$ cat config.mk
export PLATFORM = sky130hd
export DESIGN_NAME = mul_fp16_arbiter_flat
export DESIGN_NICKNAME = d
export VERILOG_FILES = /design/src/rtl/mul_fp16_arbiter_pkg.sv /design/src/rtl/mul_fp16_arbiter_if.sv /design/src/rtl/mul_fp16.sv /design/src/rtl/mul_fp16_arbiter_rr_arbiter.sv /design/src/rtl/mul_fp16_arbiter.sv /design/src/flat_wrapper.sv
export SDC_FILE = /design/constraint.sdc
export NUM_CORES = 1
export LEC_CHECK = 0
export ABC_AREA = 1
export BUFFER_PORTS_ARGS = -buffer_cell sky130_fd_sc_hd__buf_2
export CELL_PAD_IN_SITES_DETAIL_PLACEMENT = 0
export CELL_PAD_IN_SITES_GLOBAL_PLACEMENT = 1
export CORE_ASPECT_RATIO = 1.4
export CORE_MARGIN = 2
export CORE_UTILIZATION = 42
export DETAILED_ROUTE_END_ITERATION = 16
export GPL_TIMING_DRIVEN = 0
export PLACE_DENSITY = 0.86
export SYNTH_ARGS = -nofsm -noshare
export SYNTH_HDL_FRONTEND = slang
export SYNTH_SLANG_ARGS = --single-unit
$ cat constraint.sdc
create_clock -name clk -period 13.25 [get_ports clk]
set_input_delay 2.65 -clock clk [delete_from_list [all_inputs] [get_ports clk]]
set_output_delay 2.65 -clock clk [all_outputs]
set_load 0.01 [all_outputs]
$ cat src/rtl/mul_fp16_arbiter_pkg.sv
// rtl/mul_fp16_arbiter_pkg.sv - shared types and constants for the shared FP16 multiplier arbiter
package mul_arb_pkg;

    typedef logic [15:0] fp16_t;

    localparam int MUL_FP16_LATENCY = 3;
    // Wide enough for the largest supported requester count (16).
    localparam int MUL_TAG_ID_W = 4;

    typedef struct packed {
        logic                    valid;
        logic [MUL_TAG_ID_W-1:0] id;
    } mul_tag_t;

endpackage

$ cat src/rtl/mul_fp16_arbiter_if.sv
// rtl/mul_fp16_arbiter_if.sv - requester/response bundle; perf signals exist only with MUL_ARB_PERF_EN
interface mul_fp16_arbiter_if
    import mul_arb_pkg::*;
#(
    parameter int NUM_REQ = 4
);
    localparam int ID_W = $clog2(NUM_REQ);

    logic [NUM_REQ-1:0]    req_valid;
    logic [NUM_REQ*16-1:0] req_a;
    logic [NUM_REQ*16-1:0] req_b;
    logic [NUM_REQ-1:0]    req_ready;
    logic                  rsp_valid;
    logic [ID_W-1:0]       rsp_id;
    fp16_t                 rsp_result;
    logic                  busy;
`ifdef MUL_ARB_PERF_EN
    logic [31:0]           perf_issued;
    logic [31:0]           perf_stalls;
`endif

    modport master (
        output req_valid, req_a, req_b,
        input  req_ready, rsp_valid, rsp_id, rsp_result, busy
`ifdef MUL_ARB_PERF_EN
        , input perf_issued, perf_stalls
`endif
    );

    modport slave (
        input  req_valid, req_a, req_b,
        output req_ready, rsp_valid, rsp_id, rsp_result, busy
`ifdef MUL_ARB_PERF_EN
        , output perf_issued, perf_stalls
`endif
    );

endinterface

$ cat src/rtl/mul_fp16.sv
// rtl/mul_fp16.sv - pipelined FP16 multiplier, round-to-nearest-even
// Subnormal inputs and results flush to signed zero; NaN results are the canonical 0x7E00.
module mul_fp16
    import mul_arb_pkg::*;
#(
    parameter int LATENCY = MUL_FP16_LATENCY
) (
    input  logic  clk,
    input  logic  nRST,
    input  logic  start,
    input  fp16_t a,
    input  fp16_t b,
    output fp16_t result,
    output logic  done
);
    logic        w_sign, w_a_zero, w_b_zero, w_a_inf, w_b_inf, w_a_nan, w_b_nan;
    logic [21:0] w_prod;
    logic [9:0]  w_mant;
    logic        w_guard, w_sticky;
    logic [10:0] w_mrnd;
    logic [6:0]  w_esum, w_efin;
    fp16_t       w_res;
    fp16_t       r_res [LATENCY];
    logic [LATENCY-1:0] r_done;

    assign w_sign   = a[15] ^ b[15];
    assign w_a_zero = (a[14:10] == 5'd0);
    assign w_b_zero = (b[14:10] == 5'd0);
    assign w_a_inf  = (a[14:10] == 5'd31) && (a[9:0] == 10'd0);
    assign w_b_inf  = (b[14:10] == 5'd31) && (b[9:0] == 10'd0);
    assign w_a_nan  = (a[14:10] == 5'd31) && (a[9:0] != 10'd0);
    assign w_b_nan  = (b[14:10] == 5'd31) && (b[9:0] != 10'd0);
    assign w_prod   = {1'b1, a[9:0]} * {1'b1, b[9:0]};

    // Exponents stay biased by +15 until the final range check.
    always_comb begin
        w_esum   = 7'(a[14:10]) + 7'(b[14:10]) + 7'(w_prod[21]);
        w_mant   = w_prod[21] ? w_prod[20:11] : w_prod[19:10];
        w_guard  = w_prod[21] ? w_prod[10] : w_prod[9];
        w_sticky = w_prod[21] ? (|w_prod[9:0]) : (|w_prod[8:0]);
        w_mrnd   = {1'b0, w_mant} + 11'(w_guard & (w_sticky | w_mant[0]));
        w_efin   = w_esum + 7'(w_mrnd[10]);
        if (w_a_nan || w_b_nan || (w_a_inf && w_b_zero) || (w_b_inf && w_a_zero))
            w_res = 16'h7E00;
        else if (w_a_inf || w_b_inf)
            w_res = {w_sign, 15'h7C00};
        else if (w_a_zero || w_b_zero || (w_efin <= 7'd15))
            w_res = {w_sign, 15'h0000};
        else if (w_efin >= 7'd46)
            w_res = {w_sign, 15'h7C00};
        else
            w_res = {w_sign, 5'(w_efin - 7'd15), w_mrnd[9:0]};
    end

    always_ff @(posedge clk or negedge nRST) begin
        if (!nRST) begin
            for (int i = 0; i < LATENCY; i++) r_res[i] <= '0;
            r_done <= '0;
        end else begin
            r_res[0]  <= w_res;
            r_done[0] <= start;
            for (int i = 1; i < LATENCY; i++) begin
                r_res[i]  <= r_res[i-1];
                r_done[i] <= r_done[i-1];
            end
        end
    end

    assign result = r_res[LATENCY-1];
    assign done   = r_done[LATENCY-1];

endmodule

$ cat src/rtl/mul_fp16_arbiter_rr_arbiter.sv
// rtl/mul_fp16_arbiter_rr_arbiter.sv - combinational round-robin grant, search starts after last
module rr_arbiter #(
    parameter int N = 4
) (
    input  logic [N-1:0]         req,
    input  logic [$clog2(N)-1:0] last,
    output logic [N-1:0]         gnt,
    output logic [$clog2(N)-1:0] gnt_id
);
    logic                 w_found;
    logic [$clog2(N)-1:0] w_idx;

    always_comb begin
        gnt     = '0;
        gnt_id  = '0;
        w_found = 1'b0;
        w_idx   = '0;
        for (int k = 1; k <= N; k++) begin
            w_idx = $clog2(N)'((int'(last) + k) % N);
            if (!w_found && req[w_idx]) begin
                w_found    = 1'b1;
                gnt[w_idx] = 1'b1;
                gnt_id     = w_idx;
            end
        end
    end

endmodule

$ cat src/rtl/mul_fp16_arbiter.sv
// rtl/mul_fp16_arbiter.sv - round-robin sharing of one mul_fp16 with tagged responses; MUL_ARB_PERF_EN adds perf counters
module mul_fp16_arbiter
    import mul_arb_pkg::*;
#(
    parameter int NUM_REQ     = 4,
    parameter int MUL_LATENCY = MUL_FP16_LATENCY
) (
    input logic               clk,
    input logic               nRST,
    mul_fp16_arbiter_if.slave bus
);
    localparam int ID_W = $clog2(NUM_REQ);

    logic [ID_W-1:0]    r_last_grant;
    mul_tag_t           r_tag [MUL_LATENCY];
    logic [NUM_REQ-1:0] w_gnt;
    logic [ID_W-1:0]    w_gnt_id;
    logic               w_start;
    logic               w_busy;
    logic               w_done;
    fp16_t              w_a, w_b, w_result;

    rr_arbiter #(.N(NUM_REQ)) u_arb (
        .req    (bus.req_valid),
        .last   (r_last_grant),
        .gnt    (w_gnt),
        .gnt_id (w_gnt_id)
    );

    assign w_start = |w_gnt;
    // Idle cycles feed zeros so the multiplier pipe carries a clean 0 instead of stale operands.
    assign w_a = w_start ? bus.req_a[int'(w_gnt_id)*16 +: 16] : '0;
    assign w_b = w_start ? bus.req_b[int'(w_gnt_id)*16 +: 16] : '0;

    mul_fp16 #(.LATENCY(MUL_LATENCY)) u_mul (
        .clk    (clk),
        .nRST   (nRST),
        .start  (w_start),
        .a      (w_a),
        .b      (w_b),
        .result (w_result),
        .done   (w_done)
    );

    always_ff @(posedge clk or negedge nRST) begin
        if (!nRST) begin
            r_last_grant <= ID_W'(NUM_REQ - 1);
            for (int i = 0; i < MUL_LATENCY; i++) r_tag[i] <= '0;
        end else begin
            if (w_start) r_last_grant <= w_gnt_id;
            r_tag[0].valid <= w_start;
            r_tag[0].id    <= MUL_TAG_ID_W'(w_gnt_id);
            for (int i = 1; i < MUL_LATENCY; i++) r_tag[i] <= r_tag[i-1];
        end
    end

    always_comb begin
        w_busy = 1'b0;
        for (int i = 0; i < MUL_LATENCY; i++) w_busy = w_busy | r_tag[i].valid;
    end

    assign bus.req_ready  = w_gnt;
    assign bus.rsp_valid  = r_tag[MUL_LATENCY-1].valid;
    assign bus.rsp_id     = r_tag[MUL_LATENCY-1].id[ID_W-1:0];
    assign bus.rsp_result = w_result;
    assign bus.busy       = w_busy;

    // The tag pipe and the multiplier's own done pipe must stay in lockstep.
    a_done_matches_tag: assert property (@(posedge clk) disable iff (!nRST)
        w_done == r_tag[MUL_LATENCY-1].valid);

`ifdef MUL_ARB_PERF_EN
    logic [31:0] r_perf_issued, r_perf_stalls;
    logic [32:0] w_stall_sum;

    assign w_stall_sum = {1'b0, r_perf_stalls} + 33'($countones(bus.req_valid & ~w_gnt));

    always_ff @(posedge clk or negedge nRST) begin
        if (!nRST) begin
            r_perf_issued <= '0;
            r_perf_stalls <= '0;
        end else begin
            if (w_start) r_perf_issued <= r_perf_issued + 32'd1;
            r_perf_stalls <= w_stall_sum[32] ? 32'hFFFF_FFFF : w_stall_sum[31:0];
        end
    end

    assign bus.perf_issued = r_perf_issued;
    assign bus.perf_stalls = r_perf_stalls;
`endif

endmodule

$ cat src/flat_wrapper.sv
// flat-port wrapper written by rule: the top's interface ports become plain ports
module mul_fp16_arbiter_flat import mul_arb_pkg::*;
#(
    parameter int NUM_REQ     = 4,
    parameter int MUL_LATENCY = MUL_FP16_LATENCY
)
  (clk, nRST, bus_req_valid, bus_req_a, bus_req_b, bus_req_ready, bus_rsp_valid, bus_rsp_id, bus_rsp_result, bus_busy);
  mul_fp16_arbiter_if #(.NUM_REQ(NUM_REQ)) bus_i ();
  input logic clk;
  input logic nRST;
  input wire logic [$bits(bus_i.req_valid)-1:0] bus_req_valid;
  input wire logic [$bits(bus_i.req_a)-1:0] bus_req_a;
  input wire logic [$bits(bus_i.req_b)-1:0] bus_req_b;
  output wire logic [$bits(bus_i.req_ready)-1:0] bus_req_ready;
  output wire logic [$bits(bus_i.rsp_valid)-1:0] bus_rsp_valid;
  output wire logic [$bits(bus_i.rsp_id)-1:0] bus_rsp_id;
  output wire logic [$bits(bus_i.rsp_result)-1:0] bus_rsp_result;
  output wire logic [$bits(bus_i.busy)-1:0] bus_busy;
  assign bus_i.req_valid = bus_req_valid;
  assign bus_i.req_a = bus_req_a;
  assign bus_i.req_b = bus_req_b;
  assign bus_req_ready = bus_i.req_ready;
  assign bus_rsp_valid = bus_i.rsp_valid;
  assign bus_rsp_id = bus_i.rsp_id;
  assign bus_rsp_result = bus_i.rsp_result;
  assign bus_busy = bus_i.busy;
  mul_fp16_arbiter #(.NUM_REQ(NUM_REQ), .MUL_LATENCY(MUL_LATENCY)) u_core (.clk(clk), .nRST(nRST), .bus(bus_i));
endmodule
==> flow_summary.json <==
{
  "status": "finished, final reports clean",
  "rows": 62,
  "grt_busiest_layer": "met2",
  "drv_slew": 0,
  "yosysWarnings": 0,
  "setup_violations": 0,
  "core_area_um2": 20500,
  "area_growth_pct": 18.8,
  "syn_inst": 1235,
  "synth_edf_count": 0,
  "fin_skew_ns": 0.00746,
  "max_cap_viol_count": 0,
  "drive_above_1_share_pct": 21.0,
  "grt_first_pass_wirelength_um": 42700,
  "die_area_um2": 22100,
  "grt.total_usage_pct": 24.2,
  "ant_nets": 0,
  "cts.sinks": 59,
  "final_common_cell": "nand2_1",
  "cp-startpoint": "bus_req_valid[2]",
  "h-tree-depth": 3,
  "slew_headroom_pct": 54.9,
  "io_buffers": 157,
  "cts_tree": "done",
  "vias_per_cell": 5.04,
  "place_congestion": 0.883,
  "arrival_ns": 12.70,
  "worst_slack_ns": 0.739,
  "drc": 0,
  "holdBufCountCts": 0,
  "hold_path.class": "reg2reg",
  "critPathRequiredTime_ns": 13.44,
  "hpwl_um": 21700,
  "place_ws_ns": -0.460,
  "avgSynthCellArea_um2": 7.11,
  "syn_area_um2": 8780,
  "tightest_slew_ns": 0.677,
  "ioPinCount": 158,
  "fmax_mhz": 79.9,
  "die_w_um": 126,
  "multiInputGateArea_um2": 6330,
  "ys_ff_latch": 59,
  "nFillCells": 2072,
  "start_kind": "input port",
  "critPathKind": "in2reg",
  "yosysSeqAreaShare_pct": 16.8,
  "final.setup.tns_ns": 0,
  "syn_nets": 1530,
  "grt_max_degree": 60,
  "drt_iter0_drc": 429,
  "slowest_delay_ns": 0.58,
  "grt_use_met2_pct": 46.3,
  "layout.nets": 1703,
  "period_share_pct": 94.4,
  "via_count": 8421,
  "clk_pin_slew_ns": 0.05,
  "reg2reg_from": "u_core.r_last_grant[0]$_DFFE_PN1P_",
  "die_h_um": 175,
  "clock_path_buffers": 2,
  "clock-root-buffer": "clkbuf_16",
  "mostFrequentLayoutCells": "nand2_1 (323), inv_1 (176), buf_2 (159)",
  "synthArstFlopShare_pct": 100,
  "wl_per_cell_um": 15.7,
  "grt_use_met3_pct": 2.45,
  "start_util_pct": 42.9,
  "antenna_found_initial": 2,
  "first_pass_iters": 5,
  "crit_buf_inv": 11,
  "ys_types": 42,
  "synth_top_flop_cell": "dfrtp_1",
  "overflow": 0,
  "insertion_delay_ns": 0.32,
  "grt_pass1_vias": 8606,
  "use_met1_pct": 27.5,
  "finalHoldViolCount": 0,
  "critPathSlowestCell": "fa_1",
  "cp-end-kind": "flip-flop",
  "rsz0062_at_grt": "false",
  "crit_path_frequent_cell": "nand2_1",
  "routed_wl_um": 26100,
  "crit_fanout": 10,
  "period_needed_ns": 12.51,
  "cp_top_family": "adder cells",
  "ff_latch_area_um2": 1480,
  "hp-start": "u_core.r_tag[10]$_DFF_PN0_",
  "cts_made_buffers": 9
}
flip-flops by register name (all words and copies together) (netlist names):
signal                flops
u_core.bus.rsp_id         2
u_core.bus.rsp_valid      1
u_core.r_last_grant       2
u_core.r_tag              6
u_core.u_mul.r_res       32
u_core.u_mul.result      16
synthesized netlist by cell type, drive strengths merged (2+ instances only):
cell type | n | area share (%)
nand3b | 6 | 0.51
o21a | 2 | 0.17
a21boi | 2 | 0.17
o21ai | 26 | 1.5
o21bai | 3 | 0.26
inv | 190 | 8.2
nand3 | 169 | 11
ha | 79 | 11
clkbuf | 11 | 0.47
dfrtp | 57 | 16
nor2 | 152 | 7.2
a21oi | 27 | 1.5
dfstp | 2 | 0.60
buf | 41 | 3.7
nor4 | 2 | 0.14
or2 | 3 | 0.21
xor2 | 15 | 1.5
fa | 82 | 19
nand2 | 336 | 15
nor3 | 5 | 0.29
xnor2 | 5 | 0.50
clkinv | 4 | 0.17
nand4 | 9 | 0.81
metrics by stage:
step / util [%] / cells / cell area, µm² / hold WS [ns]
6_report: 50.9 / 1670 / 10400 / 0.340
5_1_grt: 50.9 / 1670 / 10400 / 0.349
4_1_cts: 49.8 / 1662 / 10200 / 0.344
3_5_place_dp: 48.3 / 1648 / 9880 / 0.335
3_3_place_gp: 48.3 / 1648 / 9880 / 0.332
2_1_floorplan: - / 1235 / 8780 / 0.331
what timing repair did:
item / CTS / global route
cloned: 0 / 1
pin swaps: 0 / 1
buffers inserted: 0 / 5
endpoints found under the setup margin: 10 / 15
resized for setup: 2 / 61
logic make-up after synthesis:
logic type	after synthesis	share of synthesized area, %
buffers and inverters	246	12.5
XOR/XNOR	20	2.00
AND/OR/NAND/NOR	685	34.7
AO/OA/AOI/OAI	64	3.96
adder cells (fa/ha/maj)	161	30.0
flip-flops	59	16.8
metal layers:
layer  share of wire, %  wire length, µm
met1                 38            10000
met2                 54            14200
met3                3.8              983
met4                3.7              960
met5                  0                0
layout make-up:
type	count	area share, %
flip-flops and latches	59	14.2
plain buffers	51	3.76
repair inverters	1	0.0720
clock inverters	1	0.288
inverters	194	7.26
clock buffers	14	2.72
multi-input cells	930	60.7
diodes	2	0.0480
repair buffers	162	7.92
well taps	256	3.07
path summary, 6_finish.rpt:
| path | endpoint | depth (start not counted) | slack (ns) |
|---|---|---|---|
| worst max-delay path | u_core.u_mul.r_res[46]$_DFF_PN0_ | 57 | 0.74 |
| worst min-delay path | u_core.r_tag[5]$_DFF_PN0_ | 0 | 0.34 |
| worst max register to register | u_core.u_mul.r_res[46]$_DFF_PN0_ | 58 | 1.99 |
| worst min register to register | u_core.r_tag[5]$_DFF_PN0_ | 0 | 0.34 |
| max in group asynchronous | u_core.u_mul.r_res[21]$_DFF_PN0_ | 1 | 10.42 |
| min in group asynchronous | u_core.u_mul.r_res[32]$_DFF_PN0_ | 1 | 2.38 |
Power is not shown: default switching activity piles up to over one toggle a cycle in this logic, so the estimate is an artifact.
